<file path="config.mk">
export PLATFORM = sky130hd
export DESIGN_NAME = doodle_jump_ctrl
export DESIGN_NICKNAME = d
export VERILOG_FILES = /design/src/rtl/doodle_pkg.sv /design/src/rtl/doodle_plat_hit.sv /design/src/rtl/doodle_jump_ctrl.sv
export SDC_FILE = /design/constraint.sdc
export NUM_CORES = 1
export LEC_CHECK = 0
export BUFFER_PORTS_ARGS = -buffer_cell sky130_fd_sc_hd__buf_2
export CAP_MARGIN = 20
export CORE_ASPECT_RATIO = 1.1
export CORE_UTILIZATION = 62
export CTS_CLUSTER_DIAMETER = 60
export DETAILED_ROUTE_END_ITERATION = 8
export HOLD_SLACK_MARGIN = 0.15
export PLACE_DENSITY = 0.95
export SYNTH_ARGS = -nofsm -noshare
export SYNTH_HDL_FRONTEND = slang
export SYNTH_SLANG_ARGS = --single-unit
</file>
<file path="constraint.sdc">
create_clock -name Clk -period 6.4 [get_ports Clk]
set_input_delay 0.64 -clock Clk [delete_from_list [all_inputs] [get_ports Clk]]
set_output_delay 0.64 -clock Clk [all_outputs]
set_load 0.02 [all_outputs]
</file>
<file path="src/rtl/doodle_pkg.sv">
// Shared types, state encodings and default geometry for the doodle motion controller,
// renderer and platform generator.
package doodle_pkg;

  localparam int COORD_W = 10;

  typedef logic [COORD_W-1:0] coord_t;
  typedef logic [COORD_W:0]   coord_w_t;  // one guard bit for wrap/overflow compares
  typedef logic [3:0]         state_t;

  // One-hot {DONE,DOWN,UP,I}
  localparam state_t ST_I    = 4'b0001;
  localparam state_t ST_UP   = 4'b0010;
  localparam state_t ST_DOWN = 4'b0100;
  localparam state_t ST_DONE = 4'b1000;

  localparam int DEF_H_RES       = 640;
  localparam int DEF_V_RES       = 480;
  localparam int DEF_N_PLAT      = 4;
  localparam int DEF_JUMP_HEIGHT = 120;
  localparam int DEF_V_STEP      = 4;
  localparam int DEF_H_STEP      = 4;
  localparam int DEF_DOODLE_W    = 32;
  localparam int DEF_DOODLE_H    = 32;
  localparam int DEF_PLAT_W      = 64;
  localparam int DEF_SCROLL_LINE = 160;
  localparam int DEF_START_X     = 304;
  localparam int DEF_START_Y     = 400;
  localparam int DEF_SCORE_W     = 16;

  function automatic int idx_w(input int n);
    return (n > 1) ? $clog2(n) : 1;
  endfunction

endpackage

</file>
<file path="src/rtl/doodle_plat_hit.sv">
// Landing detector: per-platform crossing/overlap test for one falling step,
// followed by a lowest-index-wins priority encoder.
module doodle_plat_hit
  import doodle_pkg::*;
#(
  parameter int N_PLAT   = DEF_N_PLAT,
  parameter int V_STEP   = DEF_V_STEP,
  parameter int DOODLE_W = DEF_DOODLE_W,
  parameter int DOODLE_H = DEF_DOODLE_H,
  parameter int PLAT_W   = DEF_PLAT_W
) (
  input  logic [COORD_W-1:0]        doodle_x,
  input  logic [COORD_W-1:0]        doodle_y,
  input  logic [N_PLAT*COORD_W-1:0] plat_x,
  input  logic [N_PLAT*COORD_W-1:0] plat_y,
  output logic                      hit,
  output logic [idx_w(N_PLAT)-1:0]  hit_idx
);

  localparam int IDX_W = idx_w(N_PLAT);

  coord_w_t old_bot, new_bot, left_edge, right_edge;
  logic [N_PLAT-1:0] cand;

  assign left_edge  = {1'b0, doodle_x};
  assign right_edge = left_edge + coord_w_t'(DOODLE_W);
  assign old_bot    = {1'b0, doodle_y} + coord_w_t'(DOODLE_H);
  assign new_bot    = old_bot + coord_w_t'(V_STEP);

  for (genvar gi = 0; gi < N_PLAT; gi++) begin : g_plat
    coord_w_t px, py;
    assign px = {1'b0, plat_x[gi*COORD_W +: COORD_W]};
    assign py = {1'b0, plat_y[gi*COORD_W +: COORD_W]};
    // Bottom edge must cross the platform top during this step, with horizontal overlap
    assign cand[gi] = (old_bot < py) && (new_bot >= py) &&
                      (right_edge > px) && (left_edge < px + coord_w_t'(PLAT_W));
  end

  always_comb begin
    hit     = |cand;
    hit_idx = '0;
    for (int i = N_PLAT - 1; i >= 0; i--) begin
      if (cand[i]) hit_idx = IDX_W'(i);
    end
  end

endmodule

</file>
<file path="src/rtl/doodle_jump_ctrl.sv">
// Doodle motion controller: per-tick jump/fall FSM, horizontal wrap-around motion,
// platform landing, world scrolling and saturating score.
module doodle_jump_ctrl
  import doodle_pkg::*;
#(
  parameter int H_RES       = DEF_H_RES,
  parameter int V_RES       = DEF_V_RES,
  parameter int N_PLAT      = DEF_N_PLAT,
  parameter int JUMP_HEIGHT = DEF_JUMP_HEIGHT,
  parameter int V_STEP      = DEF_V_STEP,
  parameter int H_STEP      = DEF_H_STEP,
  parameter int DOODLE_W    = DEF_DOODLE_W,
  parameter int DOODLE_H    = DEF_DOODLE_H,
  parameter int PLAT_W      = DEF_PLAT_W,
  parameter int SCROLL_LINE = DEF_SCROLL_LINE,
  parameter int START_X     = DEF_START_X,
  parameter int START_Y     = DEF_START_Y,
  parameter int SCORE_W     = DEF_SCORE_W
) (
  input  logic                      Clk,
  input  logic                      Reset,
  input  logic                      Start,
  input  logic                      Ack,
  input  logic                      tick,
  input  logic                      btn_left,
  input  logic                      btn_right,
  input  logic [N_PLAT*COORD_W-1:0] plat_x,
  input  logic [N_PLAT*COORD_W-1:0] plat_y,
  output logic [COORD_W-1:0]        doodle_x,
  output logic [COORD_W-1:0]        doodle_y,
  output logic                      scroll_valid,
  output logic [COORD_W-1:0]        scroll_px,
  output logic                      land_pulse,
  output logic [idx_w(N_PLAT)-1:0]  land_idx,
  output logic [SCORE_W-1:0]        score,
  output logic                      q_I,
  output logic                      q_Up,
  output logic                      q_Down,
  output logic                      q_Done
);

  localparam int IDX_W  = idx_w(N_PLAT);
  localparam int RISE_W = $clog2(JUMP_HEIGHT + V_STEP + 1);
  localparam int SW1    = SCORE_W + 1;

  localparam coord_t   START_X_C  = coord_t'(START_X);
  localparam coord_t   START_Y_C  = coord_t'(START_Y);
  localparam coord_t   V_STEP_C   = coord_t'(V_STEP);
  localparam coord_t   DOODLE_H_C = coord_t'(DOODLE_H);
  localparam coord_w_t H_RES_W    = coord_w_t'(H_RES);
  localparam coord_w_t H_STEP_W   = coord_w_t'(H_STEP);
  localparam coord_w_t V_RES_W    = coord_w_t'(V_RES);
  localparam coord_w_t V_STEP_W   = coord_w_t'(V_STEP);
  localparam coord_w_t SCROLL_LIM = coord_w_t'(SCROLL_LINE + V_STEP);
  localparam logic [RISE_W-1:0] RISE_STEP = RISE_W'(V_STEP);
  localparam logic [RISE_W-1:0] RISE_TOP  = RISE_W'(JUMP_HEIGHT);
  localparam logic [SW1-1:0]    SCORE_STEP = SW1'(V_STEP);

  state_t            state_q, state_d;
  coord_t            x_q, x_d, y_q, y_d;
  logic [SCORE_W-1:0] score_q, score_d;
  logic [RISE_W-1:0] rise_q, rise_d;
  logic              scroll_q, scroll_d;
  logic              land_q, land_d;
  logic [IDX_W-1:0]  land_idx_q, land_idx_d;

  logic              hit;
  logic [IDX_W-1:0]  hit_idx;
  coord_t            x_mv;
  coord_w_t          xw, new_y;
  logic [SW1-1:0]    score_sum;

  doodle_plat_hit #(
    .N_PLAT  (N_PLAT),
    .V_STEP  (V_STEP),
    .DOODLE_W(DOODLE_W),
    .DOODLE_H(DOODLE_H),
    .PLAT_W  (PLAT_W)
  ) u_plat_hit (
    .doodle_x(x_q),
    .doodle_y(y_q),
    .plat_x  (plat_x),
    .plat_y  (plat_y),
    .hit     (hit),
    .hit_idx (hit_idx)
  );

  // Horizontal step with wrap; opposing buttons cancel
  always_comb begin
    xw   = {1'b0, x_q};
    x_mv = x_q;
    if (btn_left && !btn_right) begin
      x_mv = (xw < H_STEP_W) ? coord_t'(xw + H_RES_W - H_STEP_W) : coord_t'(xw - H_STEP_W);
    end else if (btn_right && !btn_left) begin
      x_mv = (xw + H_STEP_W >= H_RES_W) ? coord_t'(xw + H_STEP_W - H_RES_W)
                                        : coord_t'(xw + H_STEP_W);
    end
  end

  assign new_y     = {1'b0, y_q} + V_STEP_W;
  assign score_sum = {1'b0, score_q} + SCORE_STEP;

  always_comb begin
    state_d    = state_q;
    x_d        = x_q;
    y_d        = y_q;
    score_d    = score_q;
    rise_d     = rise_q;
    scroll_d   = 1'b0;
    land_d     = 1'b0;
    land_idx_d = land_idx_q;
    case (state_q)
      ST_I: begin
        x_d = START_X_C;
        y_d = START_Y_C;
        if (Start) begin
          state_d = ST_UP;
          rise_d  = '0;
          score_d = '0;
        end
      end
      ST_UP: begin
        if (tick) begin
          x_d    = x_mv;
          rise_d = rise_q + RISE_STEP;
          // Above the scroll line the world moves instead of the doodle
          if ({1'b0, y_q} < SCROLL_LIM) begin
            scroll_d = 1'b1;
            score_d  = score_sum[SCORE_W] ? '1 : score_sum[SCORE_W-1:0];
          end else begin
            y_d = y_q - V_STEP_C;
          end
          if (rise_d >= RISE_TOP) state_d = ST_DOWN;
        end
      end
      ST_DOWN: begin
        if (tick) begin
          x_d = x_mv;
          if (hit) begin
            y_d        = plat_y[int'(hit_idx)*COORD_W +: COORD_W] - DOODLE_H_C;
            rise_d     = '0;
            land_d     = 1'b1;
            land_idx_d = hit_idx;
            state_d    = ST_UP;
          end else if (new_y >= V_RES_W) begin
            state_d = ST_DONE;
          end else begin
            y_d = new_y[COORD_W-1:0];
          end
        end
      end
      ST_DONE: begin
        if (Ack) begin
          state_d = ST_I;
          x_d     = START_X_C;
          y_d     = START_Y_C;
        end
      end
      default: state_d = ST_I;
    endcase
  end

  always_ff @(posedge Clk or posedge Reset) begin
    if (Reset) begin
      state_q    <= ST_I;
      x_q        <= START_X_C;
      y_q        <= START_Y_C;
      score_q    <= '0;
      rise_q     <= '0;
      scroll_q   <= 1'b0;
      land_q     <= 1'b0;
      land_idx_q <= '0;
    end else begin
      state_q    <= state_d;
      x_q        <= x_d;
      y_q        <= y_d;
      score_q    <= score_d;
      rise_q     <= rise_d;
      scroll_q   <= scroll_d;
      land_q     <= land_d;
      land_idx_q <= land_idx_d;
    end
  end

  assign doodle_x     = x_q;
  assign doodle_y     = y_q;
  assign scroll_valid = scroll_q;
  assign scroll_px    = scroll_q ? V_STEP_C : '0;
  assign land_pulse   = land_q;
  assign land_idx     = land_idx_q;
  assign score        = score_q;
  assign q_I          = state_q[0];
  assign q_Up         = state_q[1];
  assign q_Down       = state_q[2];
  assign q_Done       = state_q[3];

endmodule

</file>
Word-level counts from Yosys, hierarchy flattened --
Cells that the tools add are included.
Operators by class: $add $sub $neg 17, multipliers 1, order comparisons 21, eq/ne operators 16, shifts and indexed selects 1, muxes and demuxes 43, reduce and logical (&&, ||, !) cells 28
Operators by type and width (number):
- 2-to-1 mux 10 bit | 12
- 2-to-1 mux 16 bit | 4
- adder 10 x 7 -> 11 bit (second input constant) | 4
- >= comparator 11 x 10 -> 1 bit | 4
- > comparator 11 x 10 -> 1 bit | 4
- < comparator 10 x 11 -> 1 bit | 4
- < comparator 11 x 10 -> 1 bit | 4
- one-hot mux 10 bit (4 select lines) | 1
- variable part select 40 x 7 -> 10 bit | 1
- one-hot mux 16 bit (2 select lines) | 1
- one-hot mux 10 bit (3 select lines) | 1
- subtractor 10 x 3 -> 10 bit (second input constant) | 3
- 2-to-1 mux 4 bit | 7
- 2-to-1 mux 7 bit | 4
- adder 10 x 3 -> 11 bit (second input constant) | 2
- adder 10 x 6 -> 11 bit (second input constant) | 2
- one-hot mux 7 bit (3 select lines) | 1
- adder 16 x 3 -> 17 bit (second input constant) | 1
- inequality test 2 bit (second input constant) | 8
- one-hot mux 4 bit (4 select lines) | 1
- logical AND 1 bit | 14
- AND reduction 6 bit | 2
- adder 11 x 3 -> 11 bit (second input constant) | 1
- >= comparator 11 x 10 -> 1 bit (second input constant) | 1
- 28 further kinds | 40
Storage, ports and cells: register bits 51, input port bits 87, output and inout port bits 54

Longest topological paths before layout --
Gate-level depths: netlist (run 1).
word-level depth 16, mapped depth 20

Modules after synthesis --
Synthesis (run 1) repeated with hierarchy kept, for this count alone.
Unflattened totals: cells, all modules 904, area, all modules 7244.4 um2
Modules (own cells, without submodules):
- doodle_plat_hit | times used 1, cells each 477, area each 3704.8 um2, sequential area each 0.0 um2
- doodle_jump_ctrl | times used 1, cells each 427, area each 3539.6 um2, sequential area each 1159.9 um2

Worst setup path before layout (run 1) --
OpenSTA, ideal clock, no wires.
kind register to register, start register y_q[5], in the netlist doodle_y[5], end register y_q[7], in the netlist doodle_y[7], setup time 62 ps, data arrival time 4377 ps, setup slack 1961 ps, stages on the path, launching flop included 21, buffers on the path 2, period minus slack after synthesis 4439 ps, cell sequence dfrtp_1 -> clkbuf_1 -> inv_1 -> ha_1 -> nand2b_1 -> nor3_1 -> xnor2_1 -> ha_1 -> a211oi_1 -> o21ai_0 -> a31oi_1 -> o21ai_0 -> or4b_4 -> buf_6 -> nor4b_2 -> o221ai_1 -> nand2_1 -> ha_1 -> or3_1 -> a21oi_1 -> o32a_1
On the way: word-level cells in the longest chain between the ends 16
Ends and longest elaborated chain:
- from (decl) | line doodle_jump_ctrl.sv:60 | coord_t x_q, x_d, y_q, y_d;
- from (signal assigned) | line doodle_jump_ctrl.sv:176 | y_q <= y_d;
- adder 10 x 6 -> 11 bit | line doodle_plat_hit.sv:27 | assign old_bot = {1'b0, doodle_y} + coord_w_t'(DOODLE_H);
- adder 11 x 3 -> 11 bit | line doodle_plat_hit.sv:28 | assign new_bot = old_bot + coord_w_t'(V_STEP);
- >= comparator 11 x 10 -> 1 bit | line doodle_plat_hit.sv:35 | assign cand[gi] = (old_bot < py) && (new_bot >= py) &&
- logical AND 1 bit (2 in series) | line doodle_plat_hit.sv:35
- logical AND 1 bit | line doodle_plat_hit.sv:36 | (right_edge > px) && (left_edge < px + coord_w_t'(PLAT_W));
- 2-to-1 mux 2 bit (4 in series) | line doodle_plat_hit.sv:43 | if (cand[i]) hit_idx = IDX_W'(i);
- multiplier 2 x 3 -> 5 bit | line doodle_jump_ctrl.sv:140 | y_d = plat_y[int'(hit_idx)*COORD_W +: COORD_W] - DOODLE_H_C;
- variable part select 40 x 7 -> 10 bit | line doodle_jump_ctrl.sv:140
- subtractor 10 x 6 -> 10 bit | line doodle_jump_ctrl.sv:140
- 2-to-1 mux 10 bit | line doodle_jump_ctrl.sv:139 | if (hit) begin
- 2-to-1 mux 10 bit | line doodle_jump_ctrl.sv:137 | if (tick) begin
- one-hot mux 10 bit (4 select lines) | line doodle_jump_ctrl.sv:112 | case (state_q)
Parallel ways exist; a longest one is shown, timed or not. The select of a mux whose other input is x is not followed. A chain may end at the register's enable or synchronous reset.

Worst setup path after layout (run 1) --
Same ends and word-level chain as after synthesis.

==> metrics.md, run 1 <==
| Metric | Value |
|---|---|
| Max_cap viols | `0` |
| DR iter-0 viols | `659` |
| Core Rows | `41` |
| Vias per cell | `6.38` |
| Status | `complete, no violations` |
| Post-CTS sizing | `0` |
| Max Root-Sink Buffers | `2` |
| Fmax | `0.203 GHz` |
| Area Growth Syn to Fin | `11.7%` |
| Hold Path Class | `in -> async` |
| Total Wirelength | `20,100 um` |
| H-tree Lvls | `2` |
| WP data required | `6640 ps` |
| Final setup fails | `0` |
| EDFF count, synth | `0` |
| Number of synthesized register bits | `46` |
| Final Cycle Share | `0.770` |
| CP endpoint kind | `register` |
| Worst-margin pin slew | `1090 ps` |
| DRC Markers | `0` |
| Final WS setup | `1470 ps` |
| Core Util, Final | `0.707` |
| Post-Syn Area | `7240 um^2` |
| Netlist cell types | `85` |
| Root Driver | `clkbuf_16` |
| CTS sink count | `46` |
| RSZ-0062 raised after global routing | `no` |
| Sum of negative setup slack | `0 ps` |
| Commonest non-fill, non-tap cells in the layout | `144 x ha_1, 129 x buf_2, 106 x inv_1, 64 x o21ai_0, 50 x nand2_1` |
| Share of the yosys chip area belonging to registers | `0.160` |
| Worst skew pair latency | `300 ps` |
| First-pass GRT wire length | `32,500 um` |
| DP HPWL | `16,000 um` |
| Share of cells above drive strength 1 | `0.186` |
| Worst relative slew slack | `0.257` |
| Mapped Avg Cell Area | `8.21 um^2` |
| CTS tree | `built` |
| CTS Buf Count | `5` |
| Die area | `12,100 um^2` |
| Final Hold Viols | `0` |
| Initial core utilization | `0.633` |
| Vias | `7,304` |
| Post-synth ARST share | `1.00` |
| Most common cell after layout, fill and taps aside | `ha_1` |
| Drt wl/cell | `17.6 um` |
| Cell Pwr Density | `242 nW/um^2` |
| Critical path class | `reg -> reg` |
| CP arrival | `5170 ps` |
| Reg power frac | `0.222` |
| M3 GR Usage | `0.0459` |
| Pint | `1000 uW` |
| Largest net degree at the start of global routing | `47` |
| Initial antenna violation count | `0` |
| CTS clk-pin slew, worst paths | `70 ps` |
| Die Width | `105 um` |
| Minimum clock period | `4930 ps` |
| Final net count | `1,225` |
| VDD IR-drop max | `0.188 mV` |
| Total Routing Usage GR | `0.331` |
| Worst-path maximum fanout | `14` |
| I/O Buffers | `129` |
| Max Clock Skew | `9.10 ps` |
| Pre-CTS setup slack | `1570 ps` |
| Slew Limit Fails | `0` |
| Gr ovfl total | `0` |
| Synth Instances | `882` |
| Vias in the first global route | `6,947` |
| GRT busiest layer | `met2` |
| Dominant synthesized flop cell | `dfrtp_1` |
| Core ar. | `11,400 um^2` |
| DRT Pass-1 Iters | `5` |
| Post-CTS Hold Fix Bufs | `0` |
| Yosys synthesis warning count | `0` |
| Switching part of the total power | `0.486` |
| Min Hold Slack | `372 ps` |
| CP startpoint kind | `register` |
| ANT cells | `0` |
| GR Util met1 | `0.399` |
| Placer Congestion | `0.973` |
| Met2 usage | `0.602` |
| IO Count | `141` |
| Die height | `115 um` |
| Comb power frac | `0.620` |
| Post-DRT Antenna Nets | `0` |
| NetSw | `951 uW` |
| Pleak | `0.00425 uW` |
| Post-CTS Setup Bufs | `0` |
| Clock power frac | `0.158` |
-- worst paths after layout --
| check | start | end | slack (ps) | cells past startpoint |
|---|---|---|---|---|
| max in group asynchronous | Reset | doodle_y[8]$_DFFE_PP1P_ | 5450 | 3 |
| min reg2reg | land_idx[0]$_DFFE_PP0P_ | land_idx[0]$_DFFE_PP0P_ | 520 | 2 |
| min | Reset | score[3]$_DFFE_PP0P_ | 370 | 2 |
| min in group Clk | land_idx[0]$_DFFE_PP0P_ | land_idx[0]$_DFFE_PP0P_ | 520 | 2 |
| max | doodle_y[5]$_DFFE_PP0P_ | doodle_y[7]$_DFFE_PP1P_ | 1470 | 18 |
| max reg2reg | doodle_y[5]$_DFFE_PP0P_ | doodle_y[7]$_DFFE_PP1P_ | 1470 | 18 |
-- power by group through the flow --
stage / Sequential (uW) / Combinational (uW) / Clock (uW)
4_1_cts: 431 / 1180 / 309
6_report: 434 / 1210 / 308
2_1_floorplan: 432 / 864 / 0
3_3_place_gp: 434 / 1130 / 0
5_1_grt: 442 / 1330 / 320
3_5_place_dp: 436 / 1170 / 0
-- worst max-delay path, cell delays in order, from the launching register on --
cell,delay (ps)
dfrtp_1,590
inv_1,300
ha_1,500
nand2b_1,120
nor3_1,240
xnor2_1,280
ha_1,250
a211oi_1,50
o21ai_0,70
a31oi_1,70
o21ai_0,210
or4b_4,580
nor4b_2,200
o221ai_1,320
nand2_1,140
ha_1,240
or3_1,370
a21oi_1,150
o32a_1,180
-- flip-flops by register name (all words and copies together), names as in the netlist --
signal and cells:
doodle_x 8, doodle_y 10, land_idx 2, land_pulse 1, rise_q 5, score 15, scroll_valid 1, state_q 4
-- layer usage --
layer | wire length, um | vias up
li1 | - | 3457
met1 | 8330 | 3406
met2 | 9830 | 383
met3 | 1360 | 58
met4 | 600 | 0
met5 | 0 | -
-- cell usage after synthesis (3+ instances only) --
cell | count | area [um^2]
a2111oi_4 | 3 | 82.6
a211oi_1 | 9 | 67.6
a21o_1 | 23 | 173
a21oi_1 | 48 | 240
a22o_1 | 19 | 166
a31oi_1 | 12 | 75.1
a41oi_1 | 4 | 35.0
and3_1 | 20 | 125
and4_1 | 7 | 61.3
buf_2 | 4 | 20.0
buf_4 | 15 | 113
buf_6 | 5 | 56.3
clkbuf_1 | 12 | 45.0
dfrtp_1 | 39 | 976
dfstp_2 | 7 | 184
ha_1 | 144 | 1800
inv_1 | 107 | 402
mux2_2 | 4 | 45.0
mux2i_1 | 15 | 150
nand2_1 | 50 | 188
nand2b_1 | 15 | 93.8
nand3_1 | 34 | 170
nand3b_1 | 5 | 37.5
nand4_1 | 3 | 18.8
nor2_1 | 44 | 165
nor2b_1 | 9 | 56.3
nor3_1 | 18 | 90.1
nor4b_1 | 4 | 35.0
o2111ai_1 | 5 | 43.8
o211a_1 | 3 | 30.0
o211ai_1 | 3 | 22.5
o21a_1 | 4 | 30.0
o21ai_0 | 64 | 320
o21ai_2 | 5 | 43.8
o21bai_1 | 3 | 22.5
o221ai_1 | 7 | 61.3
o22ai_1 | 4 | 25.0
o31ai_1 | 9 | 67.6
or2_2 | 3 | 18.8
xnor2_1 | 22 | 193
xor2_1 | 11 | 96.3
-- area by class of cell --
class	count	area [um^2]
Multi-Input combinational cell	703	5490
Fill cell	896	3350
Sequential cell	46	1160
Timing Repair Buffer	131	681
Inverter	107	402
Tap cell	150	188
Clock buffer	5	125
Clock inverter	3	48.8
-- stage by stage --
stage,cells,power [uW],area (um^2)
after floorplan,892,1300,7280
final,1145,1960,8090
after detailed placement,1136,1600,7890
after global routing,1145,2090,8090
after CTS,1144,1920,8060
after global placement,1136,1570,7890
-- cell families (layout without fill, tap and decap cells) --
kind of cell / after synthesis / count (layout) / synth area share
flops: 46 / 46 / 0.160
buf+inv: 143 / 246 / 0.0878
fa+ha+maj: 144 / 144 / 0.249
mux: 19 / 19 / 0.0269
compound gates: 262 / 262 / 0.258
xor+xnor: 33 / 33 / 0.0399
other cells: 1 / 11 / 0.000518
simple gates: 234 / 234 / 0.178
Note: power is estimated with default switching activity, not from simulation.
==> run 2, diff against run 1 <==
- CORE_UTILIZATION: 62 -> 58
- PLACE_DENSITY: 0.95 -> 0.93
- clock period: 6.4 -> 4.65 ns (I/O delays scaled with it)
==> metrics.md, run 2 (synthesis results as in run 1) <==
| Metric | Value |
|---|---|
| Total Routing Usage GR | `0.321` |
| Sum of negative setup slack | `0 ps` |
| CP cell instances | `ha_2, xor2_1, ha_1, and3_1, and3_1, a31o_2, a31o_1, or4b_4, nor4b_1, o221ai_1, nand2_1, ha_1, or3_1, a21oi_1, o32a_1` |
| Worst reg2reg path depth | `15` |
| Reg power frac | `0.201` |
| CTS sink count | `46` |
| Root Driver | `clkbuf_16` |
| CP peak stage delay | `620 ps` |
| Share of cells above drive strength 1 | `0.217` |
| CTS Buf Count | `5` |
| Core ar. | `12,100 um^2` |
| Critical R2R Capture | `doodle_y[7]$_DFFE_PP1P_` |
| Max FFs per register | `15` |
| H-tree Lvls | `2` |
| Register area | `1160 um^2` |
| Comb power frac | `0.665` |
| Die Width | `109 um` |
| Worst-margin pin slew | `940 ps` |
| Min Hold Slack | `379 ps` |
| Core Util, Final | `0.689` |
| Critical path class | `reg -> reg` |
| Die area | `12,900 um^2` |
| CTS tree | `built` |
| Worst skew pair latency | `290 ps` |
| CP endpoint kind | `register` |
| Area Growth Syn to Fin | `15.0%` |
| DP HPWL | `16,600 um` |
| Status | `complete, no violations` |
| DRC Markers | `0` |
| CP arrival | `4710 ps` |
| Final net count | `1,256` |
| Final Cycle Share | `0.962` |
| Switching part of the total power | `0.491` |
| Critical Path Slowest Stage Cell | `dfstp_2` |
| Pint | `1380 uW` |
| Max_cap viols | `0` |
| Vias per cell | `6.29` |
| Top sig layer | `met4` |
| Hold Path Class | `in -> async` |
| Commonest non-fill, non-tap cells in the layout | `143 x ha_1, 129 x buf_2, 106 x inv_1, 64 x o21ai_0, 50 x nand2_1` |
| Max Clock Skew | `12.1 ps` |
| Fillers | `962` |
| Overall power | `2720 uW` |
| ANT cells | `0` |
| CTS clk-pin slew, worst paths | `70 ps` |
| Worst-path maximum fanout | `13` |
| Placer Congestion | `0.991` |
| Max Root-Sink Buffers | `2` |
| R2r startpoint | `doodle_x[5]$_DFFE_PP1P_` |
| Drt wl/cell | `17.9 um` |
| Met3 WL | `1300 um` |
| Post-CTS Hold Fix Bufs | `0` |
| CP startpoint kind | `register` |
| Worst relative slew slack | `0.365` |
| Final setup fails | `0` |
| R2R Setup Slk | `180 ps` |
| M1 WL | `8430 um` |
| DRT Pass-1 Iters | `6` |
| Most common cell after layout, fill and taps aside | `ha_1` |
| VDD IR-drop max | `0.323 mV` |
| Total Wirelength | `21,200 um` |
| WP data required | `4890 ps` |
| Initial antenna violation count | `0` |
| Largest net degree at the start of global routing | `47` |
| Core Rows | `42` |
| Clock power frac | `0.134` |
| Met2 wire length | `10,500 um` |
| Pleak | `0.00440 uW` |
| Multi-input logic area | `5530 um^2` |
| IO Count | `141` |
| First-pass GRT wire length | `33,200 um` |
| NetSw | `1340 uW` |
| Initial core utilization | `0.599` |
| Cell Pwr Density | `327 nW/um^2` |
| Vias | `7,428` |
| Minimum clock period | `4470 ps` |
| Gr ovfl total | `0` |
| Final Hold Viols | `0` |
| Slew Limit Fails | `0` |
| Post-DRT Antenna Nets | `0` |
| Fmax | `0.224 GHz` |
| DR iter-0 viols | `703` |
| I/O Buffers | `129` |
| Vias in the first global route | `7,200` |
| Die height | `119 um` |
[run 2: how the worst max path moves through the flow]
stage	start	end	slack, ps	depth (start not counted)
final	doodle_x[5]$_DFFE_PP1P_	doodle_y[7]$_DFFE_PP1P_	180	15
after detailed placement	doodle_x[5]$_DFFE_PP1P_	doodle_y[7]$_DFFE_PP1P_	120	15
after CTS	doodle_x[5]$_DFFE_PP1P_	doodle_y[7]$_DFFE_PP1P_	110	15
after global placement	doodle_y[5]$_DFFE_PP0P_	doodle_y[7]$_DFFE_PP1P_	300	17
after global routing	doodle_y[5]$_DFFE_PP0P_	doodle_y[7]$_DFFE_PP1P_	-8	17
after floorplan	doodle_y[5]$_DFFE_PP0P_	doodle_y[7]$_DFFE_PP1P_	210	20
[run 2: routing by layer]
metal / track usage / vias to the layer above
li1: - / 3519
met1: 0.384 / 3454
met2: 0.559 / 363
met3: 0.0383 / 92
met4: 0.155 / 0
met5: 0 / -
[run 2: critical path, delay by kind of cell (launching register included)]
kind                     cells  cell delay (ps)
flip-flops                   1              620
AND/OR/NAND/NOR              6             1610
adder cells (fa/ha/maj)      3              770
XOR/XNOR                     1              380
AO/OA/AOI/OAI                5             1030
[run 2: through the flow]
stage          worst slack, ps  std cells  instance area [um^2]
3_5_place_dp               122       1166                  8090
6_report                   176       1180                  8330
2_1_floorplan              211        892                  7280
5_1_grt                  -8.21       1180                  8330
3_3_place_gp               304       1166                  8090
4_1_cts                    106       1174                  8240
[run 2: layout make-up]
type,count,area share
Clock inverter,3,0.00285
Multi-Input combinational cell,703,0.664
Sequential cell,46,0.139
Clock buffer,5,0.0150
Tap cell,154,0.0231
Timing Repair Buffer,162,0.107
Inverter,107,0.0482
[run 2: power groups by stage]
stage / clock network, uW / logic, uW / registers (uW)
finish: 363 / 1810 / 548
global route: 381 / 1990 / 555
CTS: 368 / 1740 / 548
detailed placement: 0 / 1730 / 555
global placement: 0 / 1670 / 551
floorplan: 0 / 1190 / 595
[run 2: what timing repair did]
action                     CTS  global route
buffers inserted             0             6
resized for setup            0             7
setup endpoints to repair    0            10
